### src/rtl/controle_busca_pkg.sv
// Shared definitions for the instruction-fetch sequencer: FSM states,
// MIPS opcode constants used by the decoder, and the default reset PC.
package controle_busca_pkg;

  typedef enum logic [1:0] {
    ST_IDLE   = 2'd0,
    ST_LOAD   = 2'd1,
    ST_RUN    = 2'd2,
    ST_HALTED = 2'd3
  } estado_t;

  localparam logic [5:0]  OP_J         = 6'b000010;
  localparam logic [5:0]  OP_BEQ       = 6'b000100;
  localparam logic [31:0] RESET_PC_DEF = 32'h0000_0000;

endpackage

### src/rtl/calc_proximo_pc.sv
// Combinational next-PC selection: jump target, beq target or PC+4.
module calc_proximo_pc (
  input  logic [31:0] pc,
  input  logic [31:0] instr,
  input  logic        jump,
  input  logic        branch_taken,
  output logic [31:0] pc4,
  output logic [31:0] next_pc
);

  logic [31:0] desloc;
  logic        unused_op;

  assign pc4    = pc + 32'd4;
  assign desloc = {{14{instr[15]}}, instr[15:0], 2'b00};

  // Opcode bits are decoded upstream into jump/branch_taken.
  assign unused_op = ^instr[31:26];

  always_comb begin
    next_pc = pc4;
    if (jump) begin
      next_pc = {pc4[31:28], instr[25:0], 2'b00};
    end else if (branch_taken) begin
      next_pc = pc4 + desloc;
    end
  end

endmodule

### src/rtl/controle_busca.sv
// Instruction-fetch sequencer: boot-loads instruction memory over a
// valid/ready stream, then runs the PC with stall/halt and commit gating.
module controle_busca
  import controle_busca_pkg::*;
#(
  parameter int          ADDR_W   = 8,
  parameter logic [31:0] RESET_PC = RESET_PC_DEF
) (
  input  logic              clk,
  input  logic              rst_n,
  input  logic              load_start,
  input  logic              load_valid,
  input  logic [31:0]       load_data,
  input  logic              load_last,
  output logic              load_ready,
  output logic              load_done,
  input  logic              run_start,
  input  logic              halt_req,
  input  logic              stall,
  input  logic [31:0]       instr,
  input  logic              branch_taken,
  input  logic              jump,
  output logic [31:0]       pc,
  output logic              pc_en,
  output logic              running,
  output logic              imem_we,
  output logic [ADDR_W-1:0] imem_waddr,
  output logic [31:0]       imem_wdata
);

  estado_t           state, state_d;
  logic [ADDR_W-1:0] load_cnt;
  logic              done_q;
  logic              accept;
  logic              load_fim;
  logic              entra_load;
  logic [31:0]       next_pc;
  logic [31:0]       pc4_unused;

  calc_proximo_pc u_calc (
    .pc          (pc),
    .instr       (instr),
    .jump        (jump),
    .branch_taken(branch_taken),
    .pc4         (pc4_unused),
    .next_pc     (next_pc)
  );

  assign load_ready = (state == ST_LOAD);
  assign accept     = load_valid & load_ready;
  // A full memory ends the load even without load_last; the counter never wraps.
  assign load_fim   = accept & (load_last | (load_cnt == {ADDR_W{1'b1}}));
  assign entra_load = (state != ST_LOAD) && (state_d == ST_LOAD);

  assign imem_we    = accept;
  assign imem_waddr = load_cnt;
  assign imem_wdata = load_data;

  assign running    = (state == ST_RUN);
  assign pc_en      = running & ~stall & ~halt_req;
  assign load_done  = done_q;

  always_comb begin
    // NOTE: default first so every path assigns state_d and no latch is inferred.
    state_d = state;
    unique case (state)
      ST_IDLE, ST_HALTED: begin
        if (load_start)     state_d = ST_LOAD;
        else if (run_start) state_d = ST_RUN;
      end
      ST_LOAD: begin
        if (load_fim) state_d = ST_IDLE;
      end
      ST_RUN: begin
        if (halt_req) state_d = ST_HALTED;
      end
      default: state_d = ST_IDLE;
    endcase
  end

  always_ff @(posedge clk or negedge rst_n) begin
    if (!rst_n) begin
      state    <= ST_IDLE;
      pc       <= RESET_PC;
      load_cnt <= '0;
      done_q   <= 1'b0;
    end else begin
      // NOTE: non-blocking so every register samples pre-edge values.
      state  <= state_d;
      done_q <= load_fim;
      if (entra_load) begin
        load_cnt <= '0;
        pc       <= RESET_PC;
      end else begin
        if (accept) load_cnt <= load_cnt + {{(ADDR_W-1){1'b0}}, 1'b1};
        if (pc_en)  pc       <= next_pc;
      end
    end
  end

endmodule

### config.mk
export PLATFORM = sky130hd
export DESIGN_NAME = controle_busca
export DESIGN_NICKNAME = d
export VERILOG_FILES = /design/src/rtl/controle_busca_pkg.sv /design/src/rtl/calc_proximo_pc.sv /design/src/rtl/controle_busca.sv
export SDC_FILE = /design/constraint.sdc
export NUM_CORES = 1
export LEC_CHECK = 0
export BUFFER_PORTS_ARGS = -buffer_cell sky130_fd_sc_hd__buf_2
export CAP_MARGIN = 20
export CORE_ASPECT_RATIO = 1.25
export CORE_MARGIN = 1.5
export CORE_UTILIZATION = 40
export CTS_CLUSTER_DIAMETER = 100
export DETAILED_ROUTE_END_ITERATION = 16
export PLACE_DENSITY = 0.64
export SYNTH_ARGS = -nofsm -noshare
export SYNTH_HDL_FRONTEND = slang
export SYNTH_SLANG_ARGS = --single-unit
### constraint.sdc
create_clock -name clk -period 6.5 [get_ports clk]
set_input_delay 0.65 -clock clk [delete_from_list [all_inputs] [get_ports clk]]
set_output_delay 0.65 -clock clk [all_outputs]
set_load 0.005 [all_outputs]
[Word level (Yosys, flattened, before mapping)]
Cells that the tools add are included.
W data, S select, Z words.
Operators by class
  add/subtract/negate cells: 3
  $mul: 0
  div/mod/pow operators: 0
  magnitude comparators: 0
  equality and inequality tests: 6
  shifts and indexed selects: 0
  multiplexer cells: 11
  bitwise gates (word level): 7
  reduce and logical (&&, ||, !) cells: 5
Operators by type and width (number)
  $mux W32: 4
  $add A32 B3 Y32 const B: 1
  $add A32 B32 Y32: 1
  $mux W8: 2
  $add A8 B1 Y8 const B: 1
  $eq A8 B8 Y1 const B: 1
  $mux W2: 4
  $pmux W2 S3: 1
  $and A1 B1 Y1: 4
  $eq A2 B1 Y1 const B: 2
  $eq A2 B2 Y1 const B: 2
  $reduce_bool A2 Y1: 2
  $logic_not A2 Y1: 1
  $ne A2 B1 Y1 const B: 1
  $not A1 Y1: 2
  $reduce_or A2 Y1: 1
  $logic_and A1 B1 Y1: 1
  $or A1 B1 Y1: 1
Word-level totals
  register bits after elaboration: 43
  bits in latches: 0
  memory bits (writable): 0
  ROM bits: 0
  word-level logic and storage cells: 36
  memories: 0

[Logic depth before layout (Yosys ltp)]
Gate-level depths: netlist of run 1.
  depth after elaboration: 8
  mapped depth: 17
  gate-level depth less buffers: 17

[Modules after synthesis]
From an unflattened synthesis of run 1, not the netlist that was laid out.
Second synthesis, totals
  cells, all modules: 648
  area total of the unflattened synthesis: 4984.8 um^2
Modules (own cells, without submodules)
  calc_proximo_pc: times used 1, cells each 416, area each 2826.5 um^2
  controle_busca: times used 1, cells each 232, area each 2158.3 um^2

[Worst setup path after synthesis of run 1]
No wires, ideal clock.
  path type: register to register
  from: reg pc[6]
  to: reg pc[31]
  setup time: 132 ps
  arrival time: 3242 ps
  required time: 6368 ps
  setup slack: 3126 ps
  cell stages (with the launch flop): 17
  buffers on the path: 1
  clock period less this slack: 3374 ps
  cell sequence: dfrtp_1 -> and4_4 -> nand4_4 -> or3_1 -> buf_2 -> nor2_1 -> xor2_1 -> ha_1 -> a21oi_1 -> o21ai_0 -> nor3b_1 -> a21o_1 -> o21ai_1 -> mux2i_1 -> mux2i_1 -> xnor2_1 -> nor2_1
On the way
  cells in the longest elaborated chain, start to end: 6
RTL lines
  start, declared: line controle_busca.sv:23  | output logic [31:0] pc,
  start signal, assigned: line controle_busca.sv:96  | if (pc_en) pc <= next_pc;
  $add A32 B3 Y32 (*): line calc_proximo_pc.sv:14  | assign pc4 = pc + 32'd4;
  $add A32 B32 Y32: line calc_proximo_pc.sv:25  | next_pc = pc4 + desloc;
  $mux W32: line calc_proximo_pc.sv:24  | end else if (branch_taken) begin
  $mux W32 (*): line calc_proximo_pc.sv:22  | if (jump) begin
  $mux W32 (*): line controle_busca.sv:96
  $mux W32 (*): line controle_busca.sv:91  | if (entra_load) begin
Mark *: on every way between the ends. The rest lies on a longest branch, timed or not. The select of a mux whose other input is x is not followed.
A chain may end at the register's enable or synchronous reset.

[Worst setup path in the final report of run 1]
  from: reg pc[2]
  to: reg pc[27]
On the way
  cells in the longest elaborated chain, start to end: 6
RTL lines (line)
  $add A32 B3 Y32 (*): calc_proximo_pc.sv:14
  $add A32 B32 Y32: calc_proximo_pc.sv:25
  $mux W32 (*): calc_proximo_pc.sv:24
  $mux W32 (*): calc_proximo_pc.sv:22
  $mux W32 (*): controle_busca.sv:96
  $mux W32 (*): controle_busca.sv:91
Marked as above.

==> flow_summary_export.csv, run 1 <==
group,metric,value,unit
routing,routed_wl,13500,µm
power,p_int,857,µW
final_layout,final_area,0.00507,mm²
final_layout,layout_commonest_cell,"buf_2",
setup_path,critPathSlowestCell,"or3_1",
routing,ant_nets,0,
cts,postCtsSetupRepairBufs,0,
cts,cts_tree,"done",
cts,ctsRootBufferMaster,"clkbuf_16",
final_layout,layout_common_cells,"buf_2 (78), nand2_1 (64), nor2_1 (53)",
die,die_y,124,µm
routing,via_per_inst,5.87,
yosys,synth-edff-count,0,
routing,wl_per_cell,17.6,µm
cts,clk_pin_slew,0.07,ns
yosys,ys_top_cells_by_area,"dfrtp_1 (22%), ha_1 (10%), buf_4 (5.6%)",
place,dp.cells,756,
die,die_x,99.6,µm
timing,fmax,253,MHz
timing,rsz0062_at_grt,"false",
final_layout,final-seq-area,0.00103,mm²
global_routing,grtUsageMet3,2.81,%
global_routing,grt_max_degree,42,
power,pwr-share-clk,16.0,%
die,ios,151,
cts,insertion_delay,0.29,ns
yosys,ys_seq_area_share,22.0,%
timing,worst_pin_slew,0.982,ns
global_routing,grt_use_met1,28.4,%
yosys,synthArstFlopShare,100,%
job,drv_cap,0,
final_layout,drive_gt1_share,17.1,%
setup_path,cp.depth,14,
setup_path,critPathBufInv,0,
yosys,synth.distinct_cells,75,
power,combPwrFrac,57.4,%
yosys,synth_top_area_cell,"dfrtp_1",
global_routing,grt_pass1_vias,4494,
final_layout,multi_input_area,0.00323,mm²
setup_path,cp-start-kind,"flop",
setup_path,cp-end-kind,"flop",
final_layout,diodes,0,
timing,timing.final.crit_share,60.9,%
timing,setup_viol,0,
global_routing,track_usage,22.3,%
setup_path,crit_type,"flop to flop",
yosys,avgSynthCellArea,7.86,µm²
setup_path,crit_fanout,9,
setup_path,max_stage_delay,0.53,ns
die,start_util,41.5,%
place,place_congestion,0.924,
yosys,synth_area,0.00467,mm²
timing,whs,0.520,ns
yosys,synth_seq_cells,41,
cts,htreeDepth,2,
global_routing,grtUsageMet2,38.6,%
global_routing,antenna_found_initial,0,
routing,detail_route.iter0.violations,229,
power,power_switching,760,µW
die,core,0.0112,mm²
final_layout,nets,742,
timing,fin_crit,3.96,ns
final_layout,instances_no_fill,765,
min_path,hp-class,"input pin to async pin",
routing,drt_first_pass_iters,6,
setup_path,reg2reg_depth,14,
place,dp.final_hpwl,9940,µm
timing,final-max-slew-violation-count,0,
routing,drc_errors,0,
power,power.total,1620,µW
cts,postCtsResizedCells,0,
timing,slew-limit-headroom,34.6,%
timing,hold_viol,0,
yosys,ys.flop_type,"dfrtp_1",
final_layout,nFillCells,1147,
cts,ctsHoldBuffers,0,
run_status,status,"completed",
die,rows,43,
die,dieArea,0.0123,mm²
power,power.density,319,mW/mm²
yosys,yosys.area.top_type_share,22.0,%
cts,clock_path_buffers,2,
place,port_buffers,78,
power,p_sw_share,47.0,%
setup_path,critical_path.top_delay_family,"compound AO/OA/AOI/OAI gates",
timing,finClkSkew,0.00361,ns
setup_path,cp_cell_sequence,"ha_1 > nand3_1 > or3_1 > nor2_1 > xor2_1 > ha_1 > a21oi_1 > o21ai_0 > nor3b_1 > a21o_1 > o21ai_1 > xor2_1 > a222oi_1 > a211oi_1",
routing,vias,4493,
global_routing,grt_pass1_wl,22100,µm
global_routing,grt-ovfl-total,0,
setup_path,required,6.64,ns
setup_path,arrival,4.10,ns
cts,cts_made_buffers,5,
yosys,synthesis.instances,594,
global_routing,gr-max-usage-layer,"met2",
timing,tns,0,ns
power,vdd_drop_max,0.211,mV
power,p_leak,0.00252,µW
place,placed_area,0.00491,mm²
cts,cts_num_sinks,41,
power,seq_power_share,26.6,%
final_layout,syn_to_final_growth,8.55,%
yosys,yosys_warnings,0,
power by group through the flow:
stage	combinational, µW	clock (µW)	sequential (µW)
after CTS	919	262	430
after global placement	898	0	430
after global routing	1040	272	445
after detailed placement	915	0	434
after floorplan	690	0	406
final	928	259	431
routing by layer:
layer	up-vias	part of all wire, %
met3	24	4.9
met5	-	0
li1	2176	-
met2	147	50
met4	0	2.2
met1	2146	43
cell usage after synthesis, types with 4 or more instances:
cell / n
nand2_1: 64
nor2_1: 53
a21oi_1: 42
dfrtp_1: 41
ha_1: 38
buf_4: 35
xnor2_1: 27
nand3_1: 26
xor2_1: 26
inv_1: 20
clkbuf_1: 18
o21ai_0: 16
and3_1: 14
nor3_1: 14
o21ai_1: 14
a21o_1: 13
a211oi_1: 12
nand4_1: 9
nand2b_1: 8
o31ai_1: 7
a31oi_1: 6
mux2i_1: 6
a311o_1: 5
nor2b_1: 4
or3_1: 4
through the flow:
| step | setup slack [ns] | util [%] |
|---|---|---|
| after global routing | 2.15 | 45.1 |
| after global placement | 2.66 | 43.7 |
| final | 2.54 | 45.1 |
| after detailed placement | 2.57 | 43.7 |
| after CTS | 2.56 | 45.0 |
| after floorplan | 3.13 | - |
registers in the layout (all words and copies together), names as in the netlist:
name / flops
imem_waddr: 8
pc: 30
load_done: 1
state: 2
area by class of cell:
| type | instances | share of cell area [%] |
|---|---|---|
| multi-input cells | 478 | 63.8 |
| flip-flops and latches | 41 | 20.3 |
| repair buffers | 81 | 8.15 |
| well taps | 135 | 3.33 |
| clock buffers | 6 | 2.54 |
| inverters | 22 | 1.63 |
| clock inverters | 2 | 0.296 |
worst paths after layout:
kind	from	to	slack, ns
min in group clk	pc[20]	pc[20]	0.54
worst max-delay path	pc[2]	pc[27]	2.54
max in group asynchronous	rst_n	pc[13]	5.37
worst max register to register	pc[2]	pc[27]	2.54
worst min register to register	pc[20]	pc[20]	0.54
worst min-delay path	rst_n	pc[22]	0.52
cell families (layout without fill, tap and decap cells):
family                   count (synthesis)  count (layout)  synth area share [%]
XOR/XNOR                                53              53                  9.95
other                                    1               2                0.0804
AND/OR/NAND/NOR                        219             219                  23.4
AO/OA/AOI/OAI                          159             159                  23.7
multiplexers                             6               6                  1.29
adder cells (fa/ha/maj)                 39              39                  10.6
flip-flops                              41              41                  22.0
buffers and inverters                   76             111                  8.95
(Power assumes the default switching activity.)
==> inputs of run 2 (changes only) <==
clock period = 3.9 ns   (was 6.5 ns; I/O delays follow)
==> flow_summary_export.csv, run 2 (synthesized netlist as in run 1, its figures left out) <==
group,metric,value,unit
die,core,0.0112,mm²
timing,rsz0062_at_grt,"true",
final_layout,top_register,"pc",
global_routing,track_usage,21.7,%
setup_path,crit_type,"flop to flop",
final_layout,fin_util,46.3,%
job,drv_cap,0,
final_layout,diodes,0,
place,port_buffers,78,
die,rows,43,
die,start_util,41.5,%
cts,clk_pin_slew,0.07,ns
die,die_x,99.6,µm
cts,htreeDepth,2,
cts,cts_made_buffers,5,
die,die_y,124,µm
routing,drt_first_pass_iters,5,
global_routing,antenna_found_initial,0,
setup_path,reg2reg_setup_slack,0.20,ns
setup_path,crit_end,"pc[31]",
routing,ant_nets,0,
final_layout,largest_reg_flops,30,
final_layout,nets,753,
cts,ctsHoldBuffers,0,
routing,drc_errors,0,
routing,via_per_inst,5.82,
timing,hold_viol,0,
cts,cts_num_sinks,41,
power,combPwrFrac,56.8,%
timing,timing.final.crit_share,94.8,%
global_routing,grt_max_degree,42,
global_routing,grt_pass1_wl,21400,µm
cts,insertion_delay,0.29,ns
timing,fin_crit,3.70,ns
routing,vias,4517,
timing,final-max-slew-violation-count,0,
timing,worst_pin_slew,1.00,ns
min_path,hp-class,"input pin to async pin",
place,dp_slack,0.100,ns
final_layout,drive_gt1_share,19.7,%
place,dp.final_hpwl,10100,µm
die,dieArea,0.0123,mm²
cts,clock_path_buffers,2,
cts,cts_tree,"done",
power,seq_power_share,25.0,%
timing,slew-limit-headroom,33.0,%
final_layout,syn_to_final_growth,11.5,%
global_routing,grt_pass1_vias,4363,
cts,ctsRootBufferMaster,"clkbuf_16",
routing,wl_per_cell,17.4,µm
setup_path,crit_fanout,7,
timing,fmax,271,MHz
power,vdd_drop_max,0.444,mV
power,p_sw_share,45.5,%
run_status,status,"completed",
setup_path,arrival,3.86,ns
final_layout,layout_common_cells,"buf_2 (78), nand2_1 (64), nor2_1 (52)",
timing,finClkSkew,0.00303,ns
place,place_congestion,0.912,
setup_path,cp-start-kind,"flop",
setup_path,cp-end-kind,"flop",
final_layout,layout_commonest_cell,"buf_2",
global_routing,grt-ovfl-total,0,
routing,detail_route.iter0.violations,215,
routing,routed_wl,13500,µm
power,pwr-share-clk,18.2,%
power,p_leak,0.00259,µW
setup_path,reg2reg_to,"pc[31]",
power,power.density,542,mW/mm²
setup_path,reg2reg_depth,15,
setup_path,required,4.07,ns
power,p_int,1540,µW
timing,setup_viol,0,
setup_path,cp-startpoint,"pc[9]",
die,ios,151,
timing,timing.final.ws_setup,0.203,ns
power,power_switching,1280,µW
setup_path,timing.rr.start,"pc[9]",
-- run 2: cell count changes in the layout (fill, tap and decap cells not counted), sizes merged --
cell,previous run,this run
buf,81,92
clkinvlp,2,1
bufinv,0,1
-- run 2: how the worst min path moves through the flow --
stage | endpoint | start | slack (ns)
after floorplan | imem_waddr[0] | rst_n | 0.09
after global placement | pc[31] | pc[31] | 0.53
after detailed placement | pc[31] | pc[31] | 0.54
after CTS | pc[27] | rst_n | 0.31
after global routing | load_done | load_last | 0.33
final | pc[27] | rst_n | 0.27
-- run 2: per-stage QoR --
stage	hold WS (ns)	power, µW	instance area (µm²)	instances	setup TNS (ns)
finish	0.268	2820	5200	776	0
global route	0.331	3040	5200	776	-0.00877
CTS	0.309	2820	5180	776	0
detailed placement	0.540	2290	5010	768	0
global placement	0.534	2240	5000	767	0
floorplan	0.0944	1830	4670	595	0
-- run 2: power groups by stage --
stage	combinational (µW)	sequential (µW)	clock, µW
after floorplan	1150	676	0
after global placement	1540	703	0
after detailed placement	1580	710	0
after CTS	1590	704	521
after global routing	1780	724	537
final	1600	705	514
-- run 2: per-layer routing --
layer  up-vias  track usage, %  routed length, µm  share of wire [%]
li1       2206               -                  -                  -
met1      2158            26.9               5820                 43
met2       128            39.1               6750                 50
met3        25            2.30                621                4.6
met4         0            7.39                295                2.2
met5         -               0                  0                  0
-- run 2: repair_timing --
action	CTS	global route
buffers inserted	0	0
endpoints found under the setup margin	0	5
resized for setup	0	6
-- run 2: cell type report --
cell class              instances  area, µm²
multi-input cells             478       3250
inverters                      22       82.6
repair buffers                 92        499
flip-flops and latches         41       1030
well taps                     135        169
clock buffers                   6        139
fillers                      1116       6040
clock inverters                 2       37.5
-- run 2: critical path: stages, from the launching register on --
cell,delay [ns]
dfrtp_1,0.40
and4_4,0.27
nand4_4,0.14
or3_4,0.48
nor2_1,0.13
xor2_1,0.21
ha_1,0.34
a21oi_1,0.20
o21ai_0,0.16
nor3b_1,0.23
a21o_1,0.24
o21ai_1,0.11
mux2i_1,0.21
mux2i_1,0.25
xnor2_1,0.13
nor2_1,0.05
